===== config.mk =====
export PLATFORM = sky130hd
export DESIGN_NAME = button_conditioner
export DESIGN_NICKNAME = d
export VERILOG_FILES = /design/src/rtl/button_conditioner_pkg.sv /design/src/rtl/button_conditioner_channel.sv /design/src/rtl/button_conditioner.sv
export SDC_FILE = /design/constraint.sdc
export NUM_CORES = 1
export LEC_CHECK = 0
export CORE_AREA = 2 2 171 173
export DETAILED_ROUTE_END_ITERATION = 16
export DIE_AREA = 0 0 173 175
export SKIP_CTS_REPAIR_TIMING = 1
export SLEW_MARGIN = 15
export SYNTH_ARGS = -nofsm -noshare
export SYNTH_HDL_FRONTEND = slang
export SYNTH_SLANG_ARGS = --single-unit

===== constraint.sdc =====
create_clock -name clock_in -period 6.73 [get_ports clock_in]
set_input_delay 0.673 -clock clock_in [delete_from_list [all_inputs] [get_ports clock_in]]
set_output_delay 0.673 -clock clock_in [all_outputs]
set_load 0.02 [all_outputs]

===== src/rtl/button_conditioner_pkg.sv =====
// ---------------------------------------------------------------------------
// button_pkg
// Shared definitions for the button conditioner:
//   - default timing constants for a 25 MHz clock
//   - repeat FSM state encoding
//   - board button index constants
//   - max_int helper used for counter sizing
// Optional build macro used by the design: BUTTON_CONDITIONER_SYNC_EN
// ---------------------------------------------------------------------------
package button_pkg;

    localparam int DEBOUNCE_CYCLES      = 1000000;   // 40 ms
    localparam int REPEAT_DELAY_CYCLES  = 12500000;  // 0.5 s
    localparam int REPEAT_PERIOD_CYCLES = 2500000;   // 0.1 s

    typedef enum logic [1:0] {
        REP_IDLE   = 2'd0,
        REP_DELAY  = 2'd1,
        REP_REPEAT = 2'd2
    } rep_state_t;

    localparam int BTN_CHOP  = 0;
    localparam int BTN_LEFT  = 1;
    localparam int BTN_RIGHT = 2;
    localparam int BTN_UP    = 3;
    localparam int BTN_DOWN  = 4;

    function automatic int max_int(input int a, input int b);
        return (a > b) ? a : b;
    endfunction

endpackage


===== src/rtl/button_conditioner_channel.sv =====
// ---------------------------------------------------------------------------
// button_channel
// One conditioned pushbutton: optional 2-flop synchronizer, stability-count
// debounce, registered rise/fall pulses and a press pulse with auto-repeat.
//
// Build macro: BUTTON_CONDITIONER_SYNC_EN
//   defined   -> two reset-to-0 synchronizer flops ahead of the debouncer
//   undefined -> noisy_in feeds the debouncer directly
//
// Ports:
//   clock_in   system clock
//   reset_in   synchronous active-high reset
//   noisy_in   raw button level
//   clean_out  debounced level
//   rise_out   one-cycle pulse in the first cycle clean_out is 1
//   fall_out   one-cycle pulse in the first cycle clean_out is 0
//   press_out  pulse on rise, then auto-repeat pulses while held
// ---------------------------------------------------------------------------
module button_channel
    import button_pkg::*;
#(
    parameter int STABLE_COUNT  = DEBOUNCE_CYCLES,
    parameter int REPEAT_DELAY  = REPEAT_DELAY_CYCLES,
    parameter int REPEAT_PERIOD = REPEAT_PERIOD_CYCLES,
    parameter bit REPEAT_EN     = 1'b1
) (
    input  logic clock_in,
    input  logic reset_in,
    input  logic noisy_in,
    output logic clean_out,
    output logic rise_out,
    output logic fall_out,
    output logic press_out
);

    localparam int CNT_W    = $clog2(STABLE_COUNT + 1);
    localparam int RCNT_MAX = max_int(REPEAT_DELAY, REPEAT_PERIOD);
    localparam int RCNT_W   = (RCNT_MAX > 1) ? $clog2(RCNT_MAX) : 1;

    localparam logic [CNT_W-1:0]  STABLE_LAST = CNT_W'(STABLE_COUNT);
    localparam logic [RCNT_W-1:0] DELAY_LAST  = RCNT_W'(REPEAT_DELAY - 1);
    localparam logic [RCNT_W-1:0] PERIOD_LAST = RCNT_W'(REPEAT_PERIOD - 1);

    logic deb_in;

`ifdef BUTTON_CONDITIONER_SYNC_EN
    logic [1:0] sync_q;

    always_ff @(posedge clock_in) begin
        if (reset_in) begin
            sync_q <= '0;
        end else begin
            sync_q <= {sync_q[0], noisy_in};
        end
    end

    assign deb_in = sync_q[1];
`else
    assign deb_in = noisy_in;
`endif

    // ---------------- debounce ----------------
    logic             samp_q,  samp_d;
    logic [CNT_W-1:0] count_q, count_d;
    logic             clean_q, clean_d;
    logic             rise_q,  fall_q;
    logic             rise_d,  fall_d;

    // Count saturates at STABLE_COUNT so clean keeps tracking samp while the
    // input stays put; any difference restarts the window.
    always_comb begin
        samp_d  = samp_q;
        count_d = count_q;
        clean_d = clean_q;
        if (deb_in != samp_q) begin
            samp_d  = deb_in;
            count_d = '0;
        end else if (count_q == STABLE_LAST) begin
            clean_d = samp_q;
        end else begin
            count_d = count_q + CNT_W'(1);
        end
    end

    assign rise_d = clean_d & ~clean_q;
    assign fall_d = ~clean_d & clean_q;

    always_ff @(posedge clock_in) begin
        if (reset_in) begin
            samp_q  <= 1'b0;
            count_q <= '0;
            clean_q <= 1'b0;
            rise_q  <= 1'b0;
            fall_q  <= 1'b0;
        end else begin
            samp_q  <= samp_d;
            count_q <= count_d;
            clean_q <= clean_d;
            rise_q  <= rise_d;
            fall_q  <= fall_d;
        end
    end

    // ---------------- repeat FSM ----------------
    rep_state_t        state_q, state_d;
    logic [RCNT_W-1:0] rcnt_q,  rcnt_d;
    logic              press_q, press_d;

    always_ff @(posedge clock_in) begin
        if (reset_in) begin
            state_q <= REP_IDLE;
            rcnt_q  <= '0;
            press_q <= 1'b0;
        end else begin
            state_q <= state_d;
            rcnt_q  <= rcnt_d;
            press_q <= press_d;
        end
    end

    // A release always wins over a repeat expiry in the same cycle.
    always_comb begin
        state_d = state_q;
        rcnt_d  = rcnt_q;
        if (fall_d) begin
            state_d = REP_IDLE;
            rcnt_d  = '0;
        end else begin
            case (state_q)
                REP_IDLE: begin
                    if (rise_d && REPEAT_EN) begin
                        state_d = REP_DELAY;
                        rcnt_d  = '0;
                    end
                end
                REP_DELAY: begin
                    if (rcnt_q == DELAY_LAST) begin
                        state_d = REP_REPEAT;
                        rcnt_d  = '0;
                    end else begin
                        rcnt_d = rcnt_q + RCNT_W'(1);
                    end
                end
                REP_REPEAT: begin
                    if (rcnt_q == PERIOD_LAST) begin
                        rcnt_d = '0;
                    end else begin
                        rcnt_d = rcnt_q + RCNT_W'(1);
                    end
                end
                default: begin
                    state_d = REP_IDLE;
                    rcnt_d  = '0;
                end
            endcase
        end
    end

    always_comb begin
        press_d = 1'b0;
        if (!fall_d) begin
            case (state_q)
                REP_IDLE:   press_d = rise_d;
                REP_DELAY:  press_d = (rcnt_q == DELAY_LAST);
                REP_REPEAT: press_d = (rcnt_q == PERIOD_LAST);
                default:    press_d = 1'b0;
            endcase
        end
    end

    assign clean_out = clean_q;
    assign rise_out  = rise_q;
    assign fall_out  = fall_q;
    assign press_out = press_q;

endmodule


===== src/rtl/button_conditioner.sv =====
// ---------------------------------------------------------------------------
// button_conditioner
// Conditions N raw pushbuttons: debounced level, rise/fall pulses and a press
// pulse with per-channel maskable auto-repeat. Channels are independent.
//
// Build macro: BUTTON_CONDITIONER_SYNC_EN (adds a 2-flop synchronizer per
// channel ahead of the debouncer; latencies grow by 2 cycles).
//
// Ports:
//   clock_in          system clock
//   reset_in          synchronous active-high reset
//   noisy_in  [N-1:0] raw button levels (asynchronous)
//   clean_out [N-1:0] debounced levels
//   rise_out  [N-1:0] one-cycle pulse when clean goes high
//   fall_out  [N-1:0] one-cycle pulse when clean goes low
//   press_out [N-1:0] press pulse plus auto-repeat pulses
// ---------------------------------------------------------------------------
module button_conditioner
    import button_pkg::*;
#(
    parameter int             N             = 5,
    parameter int             STABLE_COUNT  = DEBOUNCE_CYCLES,
    parameter int             REPEAT_DELAY  = REPEAT_DELAY_CYCLES,
    parameter int             REPEAT_PERIOD = REPEAT_PERIOD_CYCLES,
    parameter logic [N-1:0]   REPEAT_MASK   = {N{1'b1}}
) (
    input  logic         clock_in,
    input  logic         reset_in,
    input  logic [N-1:0] noisy_in,
    output logic [N-1:0] clean_out,
    output logic [N-1:0] rise_out,
    output logic [N-1:0] fall_out,
    output logic [N-1:0] press_out
);

    generate
        for (genvar gi = 0; gi < N; gi++) begin : g_chan
            button_channel #(
                .STABLE_COUNT  (STABLE_COUNT),
                .REPEAT_DELAY  (REPEAT_DELAY),
                .REPEAT_PERIOD (REPEAT_PERIOD),
                .REPEAT_EN     (REPEAT_MASK[gi])
            ) u_chan (
                .clock_in  (clock_in),
                .reset_in  (reset_in),
                .noisy_in  (noisy_in[gi]),
                .clean_out (clean_out[gi]),
                .rise_out  (rise_out[gi]),
                .fall_out  (fall_out[gi]),
                .press_out (press_out[gi])
            );
        end
    endgenerate

endmodule


; After elaboration in Yosys (flattened, before gate mapping)
; Index checks and enable logic that the tools add are counted.
[word_totals]
ff_bits = 255
elab_cells = 185
[classes]
addsub = 10
eq_ne = 40
n_mux = 50
bitwise_logic = 25
reduce_logical = 20
[op_table]
columns = operator, n
row1 = $mux 24, 15
row2 = $pmux 24 s3, 5
row3 = $add 24x1->24 const B, 5
row4 = $eq 24x22->1 const B, 5
row5 = $eq 24x24->1 const B, 5
row6 = $add 20x1->20 const B, 5
row7 = $eq 20x20->1 const B, 5
row8 = $pmux 2 s3, 5
row9 = $mux 2, 10
row10 = $ne 2x1->1 const B, 10
row11 = $reduce_or 2->1, 10
row12 = $not 1->1, 15
row13 = $pmux 1 s3, 5
row14 = $reduce_and 3->1, 5
row15 = $and 1x1->1, 10
row16 = $eq 2x1->1 const B, 5
row17 = $eq 2x2->1 const B, 5
row18 = $logic_not 2->1, 5
row19 = $mux 1, 10
row20 = $ne 1x1->1, 5

; Logic depth before layout (Yosys ltp)
[depth]
depth_word = 6
mapped_depth = 10

; Modules after synthesis
; From an unflattened synthesis, not the netlist that was laid out.
[hier_totals]
cells_unflattened = 1633
area_unflattened_um2 = 14004.7
[modules_own_cells]
columns = mod, n_inst, cells_each, area_per_inst_um2, seq_area_each_um2
row1 = button_channel (g_chan[0].u_chan ...), 3, 330, 2811.4, 1021.0
row2 = button_channel (g_chan[4].u_chan), 1, 317, 2826.5, 1021.0
row3 = button_channel (g_chan[1].u_chan), 1, 326, 2743.9, 1021.0

; Least setup slack after synthesis
; No wires, ideal clock.
[synth_path]
path_kind = input -> register
from = in reset_in
to = reg g_chan[1].u_chan.rcnt_q[22]
setup_time_ns = 0.101
arrival_ns = 2.391
required_time_ns = 6.629
path_slack_ns = 4.238
stages = 7
n_path_buf = 3
cell_sequence = clkbuf_1 -> a41o_1 -> buf_2 -> a211oi_1 -> nand2_1 -> buf_2 -> o41ai_1
[synth_between]
elab_chain_len = 1
[synth_lines]
columns = element, line_no
row1 = from (decl), button_conditioner.sv:28  ; input logic reset_in,
row2 = $reduce_or 2->1 (no source line), -
row3 = to (signal assigned), button_conditioner_channel.sv:116  ; rcnt_q <= rcnt_d;
row4 = to (decl), button_conditioner_channel.sv:106  ; logic [RCNT_W-1:0] rcnt_q, rcnt_d;
; No other way between the ends.
; A chain may end at the register's enable or synchronous reset.

; Worst setup path after layout
[layout_path]
from = in reset_in
to = reg g_chan[0].u_chan.rcnt_q[2]
[layout_between]
elab_chain_len = 1
[layout_lines]
columns = element, line_no
row1 = $reduce_or 2->1 (no source line), -
row2 = to (signal assigned), button_conditioner_channel.sv:116
row3 = to (decl), button_conditioner_channel.sv:106
; No other way between the ends.

==> flow_summary.toml <==
[synthesis]
synth_edf_count = 0
syn_area_per_cell_um2 = 8.22
ys_seq_area_frac = 0.371
synth-seq-cells = 255
ys_warn_count = 0
async_flop_share = 0
ys_types = 76
postSynthNetCount = 1720
synth_area_um2 = 13700
ys.flop_type = "dfxtp_1"
synthCells = 1673

[routing]
num_vias = 12000
drc = 0
ant_nets = 0
viasPerCell = 5.85
drtIter0Drc = 866
wl_per_cell_um = 14.9
wirelength_mm = 30.7
first_pass_iters = 5

[power_and_ir_drop]
p_clk_frac = 0.507
p_sw_frac = 0.219
power.share.combinational = 0.037
power.leakage_nw = 4.88
ir_drop_mv = 0.205
p_switching_w = 0.000735
internal_power_w = 0.00261
power_frac_seq = 0.456
p_total_w = 0.00335
power_density_nw_per_um2 = 220

[critical_path]
cp.arrival_ps = 4200
crit_type = "in -> reg"
r2r_slack_ps = 3240
cp-start-kind = "input port"
path_max_fanout = 26
end_kind = "flip-flop"
critPathLaunch = "reset_in"
r2r-start = "g_chan[0].u_chan.rcnt_q[0]"
required_ps = 7180

[finish]
drive_gt1_frac = 0.0618
n_antenna_cell = 0
fill_cells = 2704
final_cell_mix = "255 x dfxtp_1, 160 x nor2_1, 157 x nand2_1"
final_common_cell = "dfxtp_1"
fin_nets = 1694
syn2layout_area_growth_pct = 10.6
final_cells = 2051

[global_routing]
grt_max_degree = 28
grt-ovfl-total = 0
antenna_found_initial = 0
track_usage = 0.201
grt_pass1_wl_mm = 53.3
grt_pass1_vias = 11100

[timing]
fin_worst_skew_ps = 25.9
worst_slew_pin_slew_ps = 1180
clock.fmax_mhz = 266
maxSlewViolCount = 0
hold_violations = 0
final-setup-viol-count = 0
rsz0062_at_grt = "false"
finalCritPeriodShare = 0.558
maxSlewHeadroom = 0.217
fin_setup_tns_ps = 0
period_minus_slack_ps = 3760

[min_path]
worstHoldStart = "g_chan[4].u_chan.rcnt_q[1]"
hp-class = "reg -> reg"

[die]
io_pins = 27
initial_utilization = 0.484
die_w_um = 173
coreArea_um2 = 28400
die_area_um2 = 30300
die_h_um = 175
rows = 62

[cts]
cts_tree = "done"
cts_root_buf = "clkbuf_16"
cts_sinks = 255
cts_made_buffers = 30
clockBufferDepth = 3
cts_htree_levels = 1
clock_latency_ps = 570
clk_pin_slew_worst_paths_ps = 60

[placed_design]
dp.cells = 1999
place_hpwl_mm = 20.5
io_buffer_count = 26
routabilityCongestion = 0.822

[run_status]
status = "finished clean"

[job]
timing.max_cap.violations = 0
final timing paths:
kind	to	cells after the start
setup reg to reg	g_chan[0].u_chan.rcnt_q[2]	7
hold reg to reg	g_chan[4].u_chan.rcnt_q[1]	2
hold / removal	g_chan[4].u_chan.rcnt_q[1]	2
setup / recovery	g_chan[0].u_chan.rcnt_q[2]	7
power groups by stage:
stage               Combinational (W)  Clock [W]  Sequential, W
finish                       0.000124    0.00170        0.00153
global route                 0.000139    0.00180        0.00153
CTS                          0.000125    0.00175        0.00153
detailed placement           0.000125          0        0.00156
global placement             0.000123          0        0.00156
floorplan                   0.0000887          0        0.00156
area by class of cell:
class                      instances  area [um^2]  share of cell area
multi-input combinational       1276         8030               0.528
sequential                       255         5100               0.336
clock buffer                      44          923              0.0607
tap                              384          480              0.0316
timing repair buffer              40          365              0.0240
inverter                          44          165              0.0109
clock inverter                     8          133             0.00872
layer usage:
layer / global-route usage / vias up / share of wire
met5: 0 / - / 0
met4: 0.0456 / 0 / 0.018
met3: 0.0261 / 36 / 0.042
met2: 0.322 / 207 / 0.43
met1: 0.290 / 5618 / 0.51
li1: - / 6128 / -
worst max-delay path, stage by stage:
cell,delay (ps)
clkdlybuf4s50_1,390
buf_4,240
inv_1,400
o31ai_1,330
a21oi_2,920
nand2_1,730
o311ai_0,500
per-stage QoR:
step	utilization	setup slack (ps)	hold WS (ps)	area [um^2]
after global placement	0.498	2490	470	14100
after detailed placement	0.498	2360	478	14100
after global routing	0.536	2650	515	15200
after floorplan	-	4240	443	13700
final	0.536	2970	477	15200
after CTS	0.535	2970	486	15200
synthesized netlist by cell type, types with 45 or more instances:
cell	n	area share
and3_1	56	0.025
o31ai_1	45	0.025
xor2_1	52	0.033
clkbuf_1	65	0.018
a22oi_1	48	0.026
nand4_1	62	0.028
nand2_1	157	0.043
dfxtp_1	255	0.37
a21oi_1	54	0.020
nor3_1	45	0.016
nand3_1	140	0.051
nor2_1	160	0.044
registers in the layout, summed over array words and instances (netlist names):
register                 cells
g_chan.u_chan.samp_q         5
g_chan.u_chan.count_q      100
g_chan.u_chan.rise_out       5
g_chan.u_chan.rcnt_q       120
g_chan.u_chan.clean_out      5
g_chan.u_chan.fall_out       5
g_chan.u_chan.press_out      5
g_chan.u_chan.state_q       10
logic make-up after synthesis:
kind of cell | share of synthesized area
fa+ha+maj | 0.0364
compound gates | 0.159
buf+inv | 0.0462
flops | 0.371
xor+xnor | 0.0516
mux | 0.00437
simple gates | 0.331
(Power assumes the default switching activity.)
